[config.mk]
export PLATFORM = sky130hd
export DESIGN_NAME = contact_resolve_scheduler
export DESIGN_NICKNAME = d
export VERILOG_FILES = /design/src/rtl/contact_resolve_scheduler.sv
export SDC_FILE = /design/constraint.sdc
export NUM_CORES = 2
export LEC_CHECK = 0
export CORE_AREA = 2 2 559 561
export DETAILED_ROUTE_END_ITERATION = 10
export DIE_AREA = 0 0 561 563
export PLACE_DENSITY_LB_ADDON = 0.12
export SYNTH_ARGS = -nofsm -noshare
export SYNTH_HDL_FRONTEND = slang
export SYNTH_SLANG_ARGS = --single-unit
[constraint.sdc]
create_clock -name clk -period 130 [get_ports clk]
set_clock_uncertainty 0.05 [all_clocks]
set_input_delay 19.5 -clock clk [delete_from_list [all_inputs] [get_ports clk]]
set_output_delay 19.5 -clock clk [all_outputs]
set_load 0.02 [all_outputs]
[src/rtl/contact_resolve_scheduler.sv]
// rtl/contact_resolve_scheduler.sv - contact FIFO plus read/resolve/write scheduler over a shared body-state memory port
// Optional stats counters under CONTACT_RESOLVE_STATS_EN. Body fields: pos_x[31:0] pos_y[63:32] vel_x[95:64] vel_y[127:96] omega[159:128].
module contact_resolve_scheduler #(
  parameter int N_BODIES   = 16,
  parameter int FIFO_DEPTH = 8,
  parameter int CONTACT_W  = 96,
  parameter int BODY_W     = 256,
  parameter int ID_W       = (N_BODIES > 1) ? $clog2(N_BODIES) : 1
) (
  input  logic                 clk,
  input  logic                 rst,
  input  logic                 contact_valid,
  output logic                 contact_ready,
  input  logic [ID_W-1:0]      contact_id_a,
  input  logic [ID_W-1:0]      contact_id_b,
  input  logic [CONTACT_W-1:0] contact_data,
  output logic                 mem_req,
  input  logic                 mem_gnt,
  output logic                 body_rd_en,
  output logic [ID_W-1:0]      body_rd_id,
  input  logic [BODY_W-1:0]    body_rd_data,
  output logic                 body_wr_en,
  output logic [ID_W-1:0]      body_wr_id,
  output logic [BODY_W-1:0]    body_wr_data,
  output logic [CONTACT_W-1:0] res_contact,
  output logic [BODY_W-1:0]    res_obb1,
  output logic [BODY_W-1:0]    res_obb2,
  input  logic [31:0]          res_imp_x,
  input  logic [31:0]          res_imp_y,
  input  logic [31:0]          res_nudge_x,
  input  logic [31:0]          res_nudge_y,
  input  logic [31:0]          res_rot1,
  input  logic [31:0]          res_rot2,
`ifdef CONTACT_RESOLVE_STATS_EN
  output logic [15:0]          resolved_count,
  output logic [15:0]          dropped_count,
`endif
  output logic                 busy
);

  localparam int PTR_W = (FIFO_DEPTH > 1) ? $clog2(FIFO_DEPTH) : 1;
  localparam int CNT_W = PTR_W + 1;
  localparam logic [CNT_W-1:0] DEPTH_C = CNT_W'(FIFO_DEPTH);
  localparam logic [ID_W:0]    N_LIM   = (ID_W + 1)'(N_BODIES);

  localparam int POS_X = 0;
  localparam int POS_Y = 32;
  localparam int VEL_X = 64;
  localparam int VEL_Y = 96;
  localparam int OMEGA = 128;

  localparam logic [2:0] S_IDLE    = 3'd0;
  localparam logic [2:0] S_RD_A    = 3'd1;
  localparam logic [2:0] S_RD_B    = 3'd2;
  localparam logic [2:0] S_LD_B    = 3'd3;
  localparam logic [2:0] S_RESOLVE = 3'd4;
  localparam logic [2:0] S_WR_A    = 3'd5;
  localparam logic [2:0] S_WR_B    = 3'd6;

  logic [ID_W-1:0]      fifo_a [FIFO_DEPTH];
  logic [ID_W-1:0]      fifo_b [FIFO_DEPTH];
  logic [CONTACT_W-1:0] fifo_d [FIFO_DEPTH];
  logic [PTR_W-1:0]     wr_ptr, rd_ptr;
  logic [CNT_W-1:0]     count;

  logic [2:0]           state, state_nxt;
  logic [ID_W-1:0]      id_a, id_b;
  logic [CONTACT_W-1:0] contact_q;
  logic [BODY_W-1:0]    obb1, obb2;
  logic                 rd_a_done;
  logic [31:0]          imp_x_q, imp_y_q, nudge_x_q, nudge_y_q, rot1_q, rot2_q;
  logic [BODY_W-1:0]    upd_a, upd_b;

  logic [ID_W-1:0]      head_a, head_b;
  logic [CONTACT_W-1:0] head_d;
  logic                 head_ok, fifo_ne, push, pop, take, drop, wr_b_go;

  assign head_a  = fifo_a[rd_ptr];
  assign head_b  = fifo_b[rd_ptr];
  assign head_d  = fifo_d[rd_ptr];
  assign fifo_ne = (count != '0);
  assign head_ok = (head_a != head_b) && ({1'b0, head_a} < N_LIM) && ({1'b0, head_b} < N_LIM);

  assign contact_ready = !rst && (count < DEPTH_C);
  assign push    = contact_valid && contact_ready;
  assign wr_b_go = (state == S_WR_B) && mem_gnt;
  // WR_B only chains into the next contact when the head is resolvable; bad heads are dropped from IDLE
  assign pop     = fifo_ne && ((state == S_IDLE) || (wr_b_go && head_ok));
  assign take    = pop && head_ok;
  assign drop    = pop && !head_ok;

  assign busy        = (state != S_IDLE) || fifo_ne;
  assign mem_req     = (state == S_RD_A) || (state == S_RD_B) || (state == S_WR_A) || (state == S_WR_B);
  assign body_rd_en  = ((state == S_RD_A) || (state == S_RD_B)) && mem_gnt;
  assign body_wr_en  = ((state == S_WR_A) || (state == S_WR_B)) && mem_gnt;
  assign body_rd_id  = !body_rd_en ? '0 : (state == S_RD_A) ? id_a : id_b;
  assign body_wr_id  = !body_wr_en ? '0 : (state == S_WR_A) ? id_a : id_b;
  assign body_wr_data = !body_wr_en ? '0 : (state == S_WR_A) ? upd_a : upd_b;

  assign res_contact = contact_q;
  assign res_obb1    = obb1;
  assign res_obb2    = obb2;

  always_comb begin
    upd_a = obb1;
    upd_a[POS_X +: 32] = obb1[POS_X +: 32] + nudge_x_q;
    upd_a[POS_Y +: 32] = obb1[POS_Y +: 32] + nudge_y_q;
    upd_a[VEL_X +: 32] = obb1[VEL_X +: 32] + imp_x_q;
    upd_a[VEL_Y +: 32] = obb1[VEL_Y +: 32] + imp_y_q;
    upd_a[OMEGA +: 32] = obb1[OMEGA +: 32] + rot1_q;
    upd_b = obb2;
    upd_b[POS_X +: 32] = obb2[POS_X +: 32] - nudge_x_q;
    upd_b[POS_Y +: 32] = obb2[POS_Y +: 32] - nudge_y_q;
    upd_b[VEL_X +: 32] = obb2[VEL_X +: 32] - imp_x_q;
    upd_b[VEL_Y +: 32] = obb2[VEL_Y +: 32] - imp_y_q;
    upd_b[OMEGA +: 32] = obb2[OMEGA +: 32] + rot2_q;
  end

  always_comb begin
    state_nxt = state;
    case (state)
      S_IDLE:    if (take) state_nxt = S_RD_A;
      S_RD_A:    if (mem_gnt) state_nxt = S_RD_B;
      S_RD_B:    if (mem_gnt) state_nxt = S_LD_B;
      S_LD_B:    state_nxt = S_RESOLVE;
      S_RESOLVE: state_nxt = S_WR_A;
      S_WR_A:    if (mem_gnt) state_nxt = S_WR_B;
      S_WR_B:    if (mem_gnt) state_nxt = take ? S_RD_A : S_IDLE;
      default:   state_nxt = S_IDLE;
    endcase
  end

  always_ff @(posedge clk or posedge rst) begin
    if (rst) begin
      state     <= S_IDLE;
      wr_ptr    <= '0;
      rd_ptr    <= '0;
      count     <= '0;
      id_a      <= '0;
      id_b      <= '0;
      contact_q <= '0;
      obb1      <= '0;
      obb2      <= '0;
      rd_a_done <= 1'b0;
      imp_x_q   <= '0;
      imp_y_q   <= '0;
      nudge_x_q <= '0;
      nudge_y_q <= '0;
      rot1_q    <= '0;
      rot2_q    <= '0;
      for (int i = 0; i < FIFO_DEPTH; i++) begin
        fifo_a[i] <= '0;
        fifo_b[i] <= '0;
        fifo_d[i] <= '0;
      end
    end else begin
      state <= state_nxt;
      if (push) begin
        fifo_a[wr_ptr] <= contact_id_a;
        fifo_b[wr_ptr] <= contact_id_b;
        fifo_d[wr_ptr] <= contact_data;
        wr_ptr         <= wr_ptr + 1'b1;
      end
      if (pop) rd_ptr <= rd_ptr + 1'b1;
      case ({push, pop})
        2'b10:   count <= count + 1'b1;
        2'b01:   count <= count - 1'b1;
        default: count <= count;
      endcase
      if (take) begin
        id_a      <= head_a;
        id_b      <= head_b;
        contact_q <= head_d;
      end
      // body A's data returns in the cycle after its granted read, even if RD_B is still waiting for grant
      rd_a_done <= (state == S_RD_A) && mem_gnt;
      if (rd_a_done) obb1 <= body_rd_data;
      if (state == S_LD_B) obb2 <= body_rd_data;
      if (state == S_RESOLVE) begin
        imp_x_q   <= res_imp_x;
        imp_y_q   <= res_imp_y;
        nudge_x_q <= res_nudge_x;
        nudge_y_q <= res_nudge_y;
        rot1_q    <= res_rot1;
        rot2_q    <= res_rot2;
      end
    end
  end

`ifdef CONTACT_RESOLVE_STATS_EN
  always_ff @(posedge clk or posedge rst) begin
    if (rst) begin
      resolved_count <= '0;
      dropped_count  <= '0;
    end else begin
      if (wr_b_go && (resolved_count != 16'hFFFF)) resolved_count <= resolved_count + 1'b1;
      if (drop && (dropped_count != 16'hFFFF))     dropped_count  <= dropped_count + 1'b1;
    end
  end
`endif

endmodule

* Word-level counts from Yosys, hierarchy flattened
Cells that the tools add are included.
** Storage, ports and cells
- Register bits :: 1654
- Output and inout port bits :: 877
- Word-level logic and storage cells :: 126
** Operators by class
- Add/sub/neg operators :: 14
- Order comparisons :: 4
- Equality and inequality tests :: 14
- Muxes and demuxes :: 30
- Bitwise gates (word level) :: 2
- Reduce and logical (&&, ||, !) cells :: 22
** Operators with widths (number)
- 768-bit bitwise mux :: 1
- 256-bit two-way mux :: 2
- 96-bit binary-select mux with 3-bit select :: 1
- 96-bit demux with 3-bit select :: 1
- 96-bit two-way mux :: 3
- 32-bit adder :: 6
- 32-bit subtractor :: 4
- 32-bit bitwise mux :: 2
- 4-bit two-way mux :: 9
- 4-bit binary-select mux with 3-bit select :: 2
- 3-bit one-hot mux with 7 select lines :: 1
- 3-bit two-way mux :: 5
- 4-bit demux with 3-bit select :: 1
- 1-bit logical AND :: 10
- 2-bit != test, second input constant :: 5
- 3-bit equality test, second input constant :: 3
- 4-bit greater-or-equal comparator, second input constant :: 2
- 3-bit inverter with 4-bit output :: 2
- 4-bit one-hot mux with 2 select lines :: 1
- 3-bit by 1-bit adder with 3-bit output, second input constant :: 2
- 3-bit by 2-bit equality test with 1-bit output, second input constant :: 2
- 1-bit logical OR :: 6
- 5-bit AND reduction :: 1
- 4-bit by 1-bit adder with 4-bit output, second input constant :: 1
- other kinds (13) :: 13

* Logic depth before layout (Yosys ltp)
- Depth in word-level cells :: 12
- Gate-level depth with buffers :: 14

* Worst setup path after synthesis
Ideal clock, no wire load.
- Path kind :: input -> output
- Start :: input port mem_gnt
- End :: output port body_wr_data[126]
- Data arrival time :: 20670 ps
- Required time :: 110450 ps
- Path slack :: 89780 ps
- Cell stages on the path :: 4
- Buffers on the path :: 0
- Path through :: nand3_1 > nor2_1 > o311ai_0 > o32ai_1
** On the way
- Longest elaborated chain between the ends :: 2
** Ends and longest elaborated chain
- start: declaration :: RTL line 18 : input logic mem_gnt,
- 1-bit logical AND :: RTL line 95 : assign body_wr_en = ((state == S_WR_A) || (state == S_WR_B)) && mem_gnt;
- 256-bit two-way mux :: RTL line 98 : assign body_wr_data = !body_wr_en ? '0 : (state == S_WR_A) ? upd_a : upd_b;
- end: declaration :: RTL line 24 : output logic [BODY_W-1:0] body_wr_data,
No other way between the ends.

* Worst setup path in the final report
- Start :: input port mem_gnt
- End :: output port body_wr_data[125]
The elaborated chain is that of the path after synthesis.

==> impl_metrics.toml <==
[sta]
tightest_slew_ps = 1182
max_freq_mhz = 23.35
hold_viol_final = 0
relSlewSlack = 0.2122
rsz0062_at_grt = "no"
setup_tns_ps = 0
fin_crit_sh = 0.3294
hold_ws_ps = 431.2
period_minus_slack_ps = 42830
drv_slew = 0
setup_viol = 0

[setup_path]
crit_required_ps = 110450
end_kind = "output pin"
crit_path_start_kind = "primary input"
ff2ff_setup_slack_ps = 124220
crit_fanout = 37
path_class = "primary input to output pin"
arrival_ps = 23280

[clock_tree]
cts_buffer_depth = 4
clkSlewWorstSetupHoldPaths_ps = 60
clkSinkCount = 1654
cts_setup_buffers = 0
htreeDepth = 4
cts_resized = 0
holdBufCountCts = 0
cts-root-buf = "clkbuf_16"
numCtsBuffers = 204
cts_tree = "done"
clk_latency_ps = 870

[detailed_routing]
wirelength_um = 399300
avgRoutedWirePerCell_um = 31.20
first_pass_iters = 6
num_vias = 65014
drt_iter0_markers = 4712
drc = 0
avgViaCountPerCell = 5.080
ant_nets = 0

[placement]
dpl-instance-area_um2 = 104000
place.gp.congestion = 0.9907
portBuffers = 1432
place_inst = 12375
hpwl_um = 309100

[cells_and_area]
seq_area_um2 = 41400
final_cell_mix = "dfrtp_1, clkdlybuf4s50_1, mux2_2, nand2_1, a21oi_1"
final_area_um2 = 111000
drive_gt1_frac = 0.2423
fin_nets = 9323
instances_no_fill = 12797
area_growth_pct = 30.44
fill_cells = 30646
final_common_cell = "dfrtp_1"
multi_input_area_um2 = 41600

[yosys]
ys_warn_count = 0
synthesis.nets = 7964
syn_area_um2 = 85100
syn_inst = 7082
synth_seq_area_share = 0.4864
synthArstFlopShare = 1.000
ys.flop_type = "dfrtp_1"
syn_avg_cell_area_um2 = 12.02
synth.distinct_cells = 91
synth_enable_flop_cells = 0
synth_seq_cells = 1654

[global_routing]
grt_max_degree = 193
track_usage = 0.2460
grt_pass1_wl_um = 547700
grt_pass1_vias = 65765
gr-total-overflow = 0
antenna_found_initial = 150

[power]
p_seq_frac = 0.265
combinationalPowerShare = 0.575
p_int_mw = 1.993
swShare = 0.4626
peakVddDrop_mv = 0.02582
power_frac_clock = 0.160
p_leak_nw = 47.76
powerDensity_nw_per_um2 = 33.41
p_sw_mw = 1.716

[floorplanning]
die_x_um = 561
start_util = 0.2742
dieArea_um2 = 315800
ios = 1433
core-area_um2 = 310400
dieHeight_um = 563
rows = 205

[status]
status = "completed"

[flow_run]
cap_violations = 0

[min_path]
hold_path.class = "flop to flop"
## power by group through the flow
stage / Sequential, mW / Combinational (mW) / Clock [mW]
floorplan: 1.00 / 1.17 / 0
global placement: 0.983 / 2.14 / 0
detailed placement: 0.993 / 2.13 / 0
CTS: 0.985 / 2.14 / 0.611
global route: 1.01 / 2.27 / 0.631
finish: 0.983 / 2.13 / 0.592
## state kept, by name, indices dropped and copies added, names as in the netlist
name and count:
fifo_d 768, res_obb1 256, res_obb2 256, res_contact 96, fifo_a 32, fifo_b 32, imp_x_q 32, imp_y_q 32
nudge_x_q 32, nudge_y_q 32, rot1_q 32, rot2_q 32, count 4, id_a 4, id_b 4, rd_ptr 3
state 3, wr_ptr 3, rd_a_done 1
## worst paths after layout
check / startpoint / to / cells past startpoint
setup / recovery: mem_gnt / body_wr_data[125] / 7
hold / removal: res_contact[29]$_DFFE_PP0P_ / res_contact[29]$_DFFE_PP0P_ / 2
hold reg to reg: res_contact[29]$_DFFE_PP0P_ / res_contact[29]$_DFFE_PP0P_ / 2
min in group asynchronous: rst / fifo_d[191]$_DFFE_PP0P_ / 2
max in group asynchronous: rst / res_obb2[232]$_DFFE_PP0N_ / 8
setup reg to reg: rd_ptr[0]$_DFFE_PP0N_ / res_contact[43]$_DFFE_PP0P_ / 9
## final cells by class
class / instances / share of cell area
clock inverter: 77 / 0.008296
clock buffer: 293 / 0.05371
timing repair buffer: 1514 / 0.1354
inverter: 204 / 0.006966
multi-input combinational: 4863 / 0.3748
antenna: 52 / 0.001172
sequential: 1654 / 0.3730
tap: 4140 / 0.04667
## critical path: stages
cell             delay (ps)
clkdlybuf4s50_1         660
nand3_4                 140
inv_2                   630
nand2_4                 470
buf_4                   430
o31ai_1                 400
clkdlybuf4s50_1         860
## cell families after synthesis
family	share of synthesized area
muxes	0.2545
DFF	0.4864
AOI/OAI and AO/OA	0.09226
and+or+nand+nor	0.06350
buffers and inverters	0.02585
adders and majority gates	0.04890
xor gates and xnor gates	0.02861
## synthesized netlist by cell type, types with 10 or more instances
cell / instances / area share
o21a_1: 36 / 0.0032
mux4_2: 208 / 0.055
nand3_1: 66 / 0.0039
nand2b_1: 49 / 0.0036
nand2_1: 680 / 0.030
a21o_1: 128 / 0.011
nor3_1: 47 / 0.0028
mux2i_1: 107 / 0.013
o21ai_0: 246 / 0.014
o21bai_1: 26 / 0.0023
buf_2: 21 / 0.0012
nor2_1: 231 / 0.010
a211oi_1: 59 / 0.0052
ha_1: 315 / 0.046
dfrtp_1: 1654 / 0.49
mux2_2: 1410 / 0.19
nor2b_1: 29 / 0.0021
buf_4: 12 / 0.0011
buf_1: 65 / 0.0029
fa_1: 11 / 0.0026
nor3b_1: 10 / 0.00088
and2_1: 14 / 0.0010
xor2_1: 118 / 0.012
nor4_1: 10 / 0.00074
and3_1: 33 / 0.0024
o211ai_1: 21 / 0.0019
a31oi_1: 32 / 0.0024
or3_1: 18 / 0.0013
inv_1: 204 / 0.0090
clkbuf_1: 262 / 0.012
xnor2_1: 160 / 0.016
a21oi_1: 413 / 0.024
nand4_1: 14 / 0.0010
o21ai_1: 151 / 0.0089
o22ai_1: 44 / 0.0032
## metrics by stage
step                  util  power, mW  worst slack (ps)
floorplan                -      2.176             63770
global placement    0.3350      3.121             87270
detailed placement  0.3350      3.124             87220
CTS                 0.3572      3.736             87220
global route        0.3574      3.908             87140
finish              0.3576      3.709             87170
## per-layer routing
layer / routed length, um / share of wire / track usage
met2: 182900 / 0.46 / 0.3915
met4: 23730 / 0.059 / 0.1295
met5: 552 / 0.0014 / 0
met3: 32750 / 0.082 / 0.07779
met1: 159300 / 0.40 / 0.2972
Power figures use the tool's default switching activity.
